==> src/rtl/versat_generator_n_if.sv <==
// Beat handshake bundle of the Versat N-level generator.
// The master drives the beat and completion flag, the slave drives ready.
interface versat_generator_n_if #(
   parameter int ADDR_W = 32
);
   logic              valid_o;
   logic              ready_i;
   logic [ADDR_W-1:0] addr_o;
   logic              done_o;

   modport master (
      output valid_o,
      output addr_o,
      output done_o,
      input  ready_i
   );

   modport slave (
      input  valid_o,
      input  addr_o,
      input  done_o,
      output ready_i
   );
endinterface

==> src/rtl/versat_generator_n.sv <==
// Versat N-level address/value generator: nested loops with duty gating,
// valid/ready stall, sticky done and start delay.
module versat_generator_n #(
   parameter int NUM_LEVELS = 4,
   parameter int ADDR_W     = 32,
   parameter int PERIOD_W   = 16,
   parameter int ITER_W     = 32,
   parameter int DELAY_W    = 7
) (
   input  logic                             clk,
   input  logic                             rst,
   input  logic                             running,
   input  logic                             run,
   input  logic [ADDR_W-1:0]                start,
   input  logic [PERIOD_W-1:0]              period,
   input  logic [PERIOD_W-1:0]              duty,
   input  logic [NUM_LEVELS*ADDR_W-1:0]     incr,
   input  logic [(NUM_LEVELS-1)*ITER_W-1:0] iterations,
   input  logic [DELAY_W-1:0]               delay,
   versat_generator_n_if.master             bus
);

   typedef enum logic [1:0] {
      S_IDLE,
      S_DELAY,
      S_GEN,
      S_DONE
   } state_t;

   state_t              r_state;
   logic [PERIOD_W-1:0] r_period;
   logic [PERIOD_W-1:0] r_duty;
   logic [PERIOD_W-1:0] r_cnt0;
   logic [ADDR_W-1:0]   r_incr [NUM_LEVELS];
   logic [ADDR_W-1:0]   r_val  [NUM_LEVELS];
   logic [ITER_W-1:0]   r_iter [1:NUM_LEVELS-1];
   logic [ITER_W-1:0]   r_cnt  [1:NUM_LEVELS-1];
   logic [DELAY_W-1:0]  r_dcnt;
   logic                r_zero;
   logic [ADDR_W-1:0]   r_addr;
   logic                r_valid;
   logic                r_done;

   logic                w_carry [NUM_LEVELS];
   logic [ADDR_W-1:0]   w_nval  [NUM_LEVELS];
   logic [ITER_W-1:0]   w_ncnt  [1:NUM_LEVELS-1];
   logic [PERIOD_W-1:0] w_ncnt0;
   logic [PERIOD_W-1:0] w_duty;
   logic                w_zero;
   logic                w_last;
   logic                w_nvalid;
   logic                w_stall;

   // r_val[k] holds the value with all indices below k at zero
   always_comb begin
      w_carry[0] = (r_cnt0 == r_period - PERIOD_W'(1));
      for (int k = 1; k < NUM_LEVELS; k++) begin
         w_carry[k] = w_carry[k-1] &&
                      (r_cnt[k] == r_iter[k] - ITER_W'(1));
      end
      w_ncnt0 = w_carry[0] ? '0 : r_cnt0 + PERIOD_W'(1);
      for (int k = 1; k < NUM_LEVELS; k++) begin
         if (w_carry[k])
            w_ncnt[k] = '0;
         else if (w_carry[k-1])
            w_ncnt[k] = r_cnt[k] + ITER_W'(1);
         else
            w_ncnt[k] = r_cnt[k];
      end
      w_nval[NUM_LEVELS-1] = w_carry[NUM_LEVELS-2] ?
         r_val[NUM_LEVELS-1] + r_incr[NUM_LEVELS-1] :
         r_val[NUM_LEVELS-1];
      for (int k = NUM_LEVELS - 2; k >= 1; k--) begin
         if (w_carry[k])
            w_nval[k] = w_nval[k+1];
         else if (w_carry[k-1])
            w_nval[k] = r_val[k] + r_incr[k];
         else
            w_nval[k] = r_val[k];
      end
      w_nval[0] = w_carry[0] ? w_nval[1] : r_val[0] + r_incr[0];
      w_last    = w_carry[NUM_LEVELS-1];
      w_nvalid  = (w_ncnt0 < r_duty);
      w_stall   = r_valid && !bus.ready_i;
   end

   always_comb begin
      w_duty = (duty > period) ? period : duty;
      w_zero = (period == '0);
      for (int k = 1; k < NUM_LEVELS; k++) begin
         if (iterations[(k-1)*ITER_W +: ITER_W] == '0)
            w_zero = 1'b1;
      end
   end

   always_ff @(posedge clk or posedge rst) begin
      if (rst) begin
         r_state  <= S_IDLE;
         r_period <= '0;
         r_duty   <= '0;
         r_cnt0   <= '0;
         r_dcnt   <= '0;
         r_zero   <= 1'b0;
         r_addr   <= '0;
         r_valid  <= 1'b0;
         r_done   <= 1'b0;
         for (int k = 0; k < NUM_LEVELS; k++) begin
            r_incr[k] <= '0;
            r_val[k]  <= '0;
         end
         for (int k = 1; k < NUM_LEVELS; k++) begin
            r_iter[k] <= '0;
            r_cnt[k]  <= '0;
         end
      end else if (!running) begin
         r_state <= S_IDLE;
         r_valid <= 1'b0;
      end else if (run) begin
         r_period <= period;
         r_duty   <= w_duty;
         r_zero   <= w_zero;
         r_cnt0   <= '0;
         r_dcnt   <= delay - DELAY_W'(1);
         r_done   <= 1'b0;
         for (int k = 0; k < NUM_LEVELS; k++) begin
            r_incr[k] <= incr[k*ADDR_W +: ADDR_W];
            r_val[k]  <= start;
         end
         for (int k = 1; k < NUM_LEVELS; k++) begin
            r_iter[k] <= iterations[(k-1)*ITER_W +: ITER_W];
            r_cnt[k]  <= '0;
         end
         if (delay != '0) begin
            r_state <= S_DELAY;
            r_valid <= 1'b0;
         end else if (w_zero) begin
            r_state <= S_DONE;
            r_valid <= 1'b0;
            r_done  <= 1'b1;
         end else begin
            r_state <= S_GEN;
            r_addr  <= start;
            r_valid <= (w_duty != '0);
         end
      end else begin
         unique case (r_state)
            S_DELAY: begin
               if (r_dcnt != '0) begin
                  r_dcnt <= r_dcnt - DELAY_W'(1);
               end else if (r_zero) begin
                  r_state <= S_DONE;
                  r_done  <= 1'b1;
               end else begin
                  r_state <= S_GEN;
                  r_addr  <= r_val[0];
                  r_valid <= (r_duty != '0);
               end
            end
            S_GEN: begin
               if (!w_stall) begin
                  if (w_last) begin
                     r_state <= S_DONE;
                     r_valid <= 1'b0;
                     r_done  <= 1'b1;
                  end else begin
                     r_cnt0  <= w_ncnt0;
                     r_cnt   <= w_ncnt;
                     r_val   <= w_nval;
                     r_addr  <= w_nval[0];
                     r_valid <= w_nvalid;
                  end
               end
            end
            default: begin
            end
         endcase
      end
   end

   assign bus.valid_o = r_valid;
   assign bus.addr_o  = r_addr;
   assign bus.done_o  = r_done;

endmodule

==> src/flat_wrapper.sv <==
// flat-port wrapper written by rule: the top's interface ports become plain ports
module versat_generator_n_flat 
#(
   parameter int NUM_LEVELS = 4,
   parameter int ADDR_W     = 32,
   parameter int PERIOD_W   = 16,
   parameter int ITER_W     = 32,
   parameter int DELAY_W    = 7
)
  (clk, rst, running, run, start, period, duty, incr, iterations, delay, bus_valid_o, bus_addr_o, bus_done_o, bus_ready_i);
  versat_generator_n_if #(.ADDR_W(ADDR_W)) bus_i ();
  input  logic clk;
  input  logic rst;
  input  logic running;
  input  logic run;
  input  logic [ADDR_W-1:0] start;
  input  logic [PERIOD_W-1:0] period;
  input  logic [PERIOD_W-1:0] duty;
  input  logic [NUM_LEVELS*ADDR_W-1:0] incr;
  input  logic [(NUM_LEVELS-1)*ITER_W-1:0] iterations;
  input  logic [DELAY_W-1:0] delay;
  output wire logic [$bits(bus_i.valid_o)-1:0] bus_valid_o;
  output wire logic [$bits(bus_i.addr_o)-1:0] bus_addr_o;
  output wire logic [$bits(bus_i.done_o)-1:0] bus_done_o;
  input wire logic [$bits(bus_i.ready_i)-1:0] bus_ready_i;
  assign bus_valid_o = bus_i.valid_o;
  assign bus_addr_o = bus_i.addr_o;
  assign bus_done_o = bus_i.done_o;
  assign bus_i.ready_i = bus_ready_i;
  versat_generator_n #(.NUM_LEVELS(NUM_LEVELS), .ADDR_W(ADDR_W), .PERIOD_W(PERIOD_W), .ITER_W(ITER_W), .DELAY_W(DELAY_W)) u_core (.clk(clk), .rst(rst), .running(running), .run(run), .start(start), .period(period), .duty(duty), .incr(incr), .iterations(iterations), .delay(delay), .bus(bus_i));
endmodule
==> config.mk <==
export PLATFORM = sky130hd
export DESIGN_NAME = versat_generator_n_flat
export DESIGN_NICKNAME = d
export VERILOG_FILES = /design/src/rtl/versat_generator_n_if.sv /design/src/rtl/versat_generator_n.sv /design/src/flat_wrapper.sv
export SDC_FILE = /design/constraint.sdc
export NUM_CORES = 2
export LEC_CHECK = 0
export ABC_AREA = 1
export CAP_MARGIN = 10
export CORE_MARGIN = 5
export CORE_UTILIZATION = 50
export CTS_CLUSTER_SIZE = 24
export DETAILED_ROUTE_END_ITERATION = 10
export PLACE_DENSITY = 0.73
export SYNTH_ARGS = -nofsm -noshare
export SYNTH_HDL_FRONTEND = slang
export SYNTH_SLANG_ARGS = --single-unit
==> constraint.sdc <==
create_clock -name clk -period 20.9 [get_ports clk]
set_clock_uncertainty 0.1 [all_clocks]
set_input_delay 5.225 -clock clk [delete_from_list [all_inputs] [get_ports clk]]
set_output_delay 5.225 -clock clk [all_outputs]
set_load 0.05 [all_outputs]
==> summary.md <==
| Metric | Value |
|---|---|
| Outcome | `complete, no violations` |
| R2r setup slk | `approximately 14000 ps` |
| Worst-path clk slew | `about 60 ps` |
| Die Span Y | `296 µm` |
| Post-CTS Setup Inserts | `0` |
| First-pass GRT wire length | `225 mm` |
| Unrepaired setup endpoints after global routing | `false` |
| Core Util, Final | `58.5%` |
| DIE WIDTH | `just under 300 µm` |
| CP Depth | `11` |
| Via count | `42000` |
| Multi-input logic area | `24300 µm²` |
| Min-delay worst type | `reg2reg` |
| Num CTS Buffers | `67` |
| Top post-synthesis cells by area | `dfrtp_1 33%, nand2_1 18%, nor2_1 5.7%` |
| Minimum clock period | `9230 ps` |
| Vias/cell | `between 5 and 6` |
| Vias in the first global route | `39700` |
| Die area | `87600 µm²` |
| Fraction of layout instances using a drive strength above 1 | `3.70%` |
| Post-Synth XOR/XNOR Area | `6.70%` |
| DR pass1 iterations | `9` |
| Layout fillers | `7744` |
| Initial Util | `50.6%` |
| Synth Area per Inst | `6.68 µm²` |
| Initial antenna violation count | `6` |
| Cells after DPL | `7350` |
| Seq/Total Area, Yosys | `33.0%` |
| I/O pin total | `334` |
| CP arrival | `9610 ps` |
| Cells on worst reg2reg path | `23` |
| Total Wirelength | `146 mm` |
| Max Cap Violations | `0` |
| Skew-Pair Late Insertion Delay | `640 ps` |
| CP Max Fanout | `83` |
| Rel. slew slack | `around a quarter` |
| Max stage delay on crit path | `780 ps` |
| Pwr dens | `around 94 nW/µm²` |
| Final setup fails | `0` |
| Area Overhead vs Synth | `15.6%` |
| RR Endpoint | `u_core.r_cnt[68]` |
| Post_cts resized | `0` |
| Post-Syn Area | `40900 µm²` |
| Worst path cell trace | `buf_4 > buf_4 > buf_4 > nor2_1 > inv_1 > nand3_4 > inv_2 > buf_4 > o21ai_2 > nand2_1 > o21ai_0` |
| Post-route cell area | `about 47000 µm²` |
| Slowest cell on crit path | `inv_2` |
| Post-Synth Simple-Gate Area | `34.7%` |
| CTS root buf | `clkbuf_16` |
| Total number of yosys warnings | `0` |
| DRT iter0 DRCs | `4211` |
| Setup WS pre-CTS | `11130 ps` |
| Area after DPL | `45000 µm²` |
| CP endpoint | `u_core.r_cnt[68]` |
| DP HPWL | `112 mm` |
| Cell Count, Final, Fillers Out | `between 7000 and 8000` |
| Synth Area in Compound Gates | `between 10% and 20%` |
| Drt drc | `0` |
| Distinct cells, synth | `65` |
| Routability-driven placement congestion ratio | `between 1 and 1.5` |
| Deepest clock path buffer count | `3` |
| Post-synth top flop | `dfrtp_1` |
| Final #Nets | `6829` |
| Register bit total from synthesis | `540` |
| Slew Viols, Final | `0` |
| Number of H-tree levels | `3` |
| FF+latch area | `13500 µm²` |
| Hold-fix buffers at CTS | `0` |
| Worst-Margin Slew | `1110 ps` |
| Gr usage total | `32.4%` |
| Async S/R FF share, synth | `100%` |
| Crit start category | `input port` |
| Synth area leader | `dfrtp_1` |
| Top cell by count, worst path | `buf_4` |
| Setup ws final | `11670 ps` |
| Final hold viol count | `0` |
| Number of core rows | `104` |
| Total gr overflow | `0` |
| Core region area | `80800 µm²` |
| Sum Neg Setup Slack | `0 ps` |
| Largest family of logic cells by synthesized area | `simple AND/OR/NAND/NOR gates` |
| Clock sinks | `540` |
| Port bufs | `333` |
| Reg-to-reg startpoint | `u_core.r_iter[64]` |
| Worst setup EP type | `flop` |
| Worst setup startpoint | `run` |
| Mapped Cells | `6126` |
| TritonCTS clock tree | `done` |
| Max Fclk | `around 110 MHz` |
| Maximum number of pins on one net before global-route repair | `158` |
| Wire per inst | `19.5 µm` |
| Post-synthesis adder-cell area fraction | `5.27%` |
| Mapped Nets | `6596` |
| Peak supply drop | `0.0830 mV` |
| Yosys top cell area share | `33.0%` |
| Routed Antenna Nets | `0` |
| Static Leak | `0.0228 µW` |
| Post-synth EDFFs | `0` |
| Crit path max-delay family | `buffers and inverters` |
| Crit Path Category | `in2reg` |
| Data required, critical path | `21280 ps` |
| Fin crit share | `between 40% and 50%` |
| WP buf/inv | `6` |
| Mux contribution to synthesized area | `0.125%` |
-- worst min-delay path by stage --
| stage | from | end | slack (ps) | cells past startpoint |
|---|---|---|---|---|
| final | u_core.r_val[2] | u_core.r_val[2] | 380 | 2 |
| after global routing | u_core.r_val[2] | u_core.r_val[2] | 410 | 2 |
| after CTS | u_core.r_val[2] | u_core.r_val[2] | 380 | 2 |
| after detailed placement | u_core.r_val[2] | u_core.r_val[2] | 370 | 2 |
| after global placement | u_core.r_val[2] | u_core.r_val[2] | 360 | 2 |
| after floorplan | u_core.r_val[0] | u_core.r_val[0] | 350 | 2 |
-- sequential cells by signal (all words and copies together) (netlist names) --
| name | flops |
|---|---|
| u_core.r_incr | 128 |
| u_core.r_val | 128 |
| u_core.r_cnt | 96 |
| u_core.r_iter | 96 |
| u_core.bus.addr_o | 32 |
| u_core.r_cnt0 | 16 |
| u_core.r_duty | 16 |
| u_core.r_period | 16 |
| u_core.r_dcnt | 7 |
| u_core.r_state | 2 |
| u_core.bus.done_o | 1 |
| u_core.bus.valid_o | 1 |
| u_core.r_zero | 1 |
-- logic make-up (layout without fill, tap and decap cells) --
| group | Yosys count | after routing |
|---|---|---|
| flops | 540 | 540 |
| xor+xnor | 310 | 310 |
| compound gates | 907 | 907 |
| simple gates | 3385 | 3385 |
| other cells | 0 | 5 |
| fa+ha+maj | 170 | 170 |
| mux | 5 | 5 |
| buf+inv | 809 | 1091 |
-- final cells by class --
class	count	area share, %
multi-input cells	4777	51.3
flip-flops and latches	540	28.6
repair buffers	362	7.53
inverters	611	4.89
clock buffers	91	4.08
well taps	1060	2.80
clock inverters	27	0.767
diodes	5	0.0265
-- worst reg2reg max path, delay by kind of cell, from the launching register on --
family	cells	cell delay, ps
DFF	1	370
and+or+nand+nor	14	2830
buffers and inverters	6	2900
adders and majority gates	1	320
AOI/OAI and AO/OA	2	500
-- Yosys cell counts, drive strengths merged (8+ instances only) --
| cell | number |
|---|---|
| a31oi | 15 |
| or2 | 45 |
| buf | 69 |
| a21oi | 280 |
| a21o | 20 |
| and2 | 8 |
| o21a | 11 |
| nor3b | 8 |
| nand3b | 24 |
| nor4 | 56 |
| inv | 609 |
| xnor2 | 97 |
| a21boi | 34 |
| o21bai | 17 |
| nor3 | 134 |
| dfrtp | 540 |
| clkbuf | 129 |
| xor2 | 211 |
| a22oi | 48 |
| nand4 | 105 |
| nand3 | 348 |
| o211ai | 10 |
| ha | 166 |
| nor2 | 646 |
| nand2 | 2004 |
| o21ai | 417 |
| a2bb2oi | 32 |
-- metal layers --
metal | global-route usage [%] | part of all wire [%] | vias to the layer above
met5 | 0 | 0.025 | -
met2 | 51.9 | 45 | 1635
met4 | 11.9 | 4.1 | 6
met3 | 4.86 | 7.4 | 294
met1 | 45.0 | 44 | 19700
li1 | - | - | 20400
-- power breakdown --
part	internal, µW	switching (µW)
clock	736	492
sequential	1220	208
combinational	645	1160
total	2600	1860
-- through the flow --
step	total power, µW	hold WS (ps)
finish	4460	385
global placement	3170	361
floorplan	2630	348
detailed placement	3190	367
global route	4730	410
CTS	4430	381
-- cell usage in the layout, fill, tap and decap left out, types with 48 or more instances in the layout --
cell             Yosys  routed
a21oi_1            280     279
a22oi_1             48      48
clkbuf_16            0      69
clkdlybuf4s50_1      0     332
dfrtp_1            540     540
ha_1               166     166
inv_1              604     601
nand2_1           1997    1996
nand3_1            342     342
nand4_1            104     104
nor2_1             622     621
nor3_1             132     132
nor4_1              56      56
o21ai_0            399     399
xnor2_1             97      97
xor2_1             211     211
No activity file was read; power rests on OpenSTA's default activity.
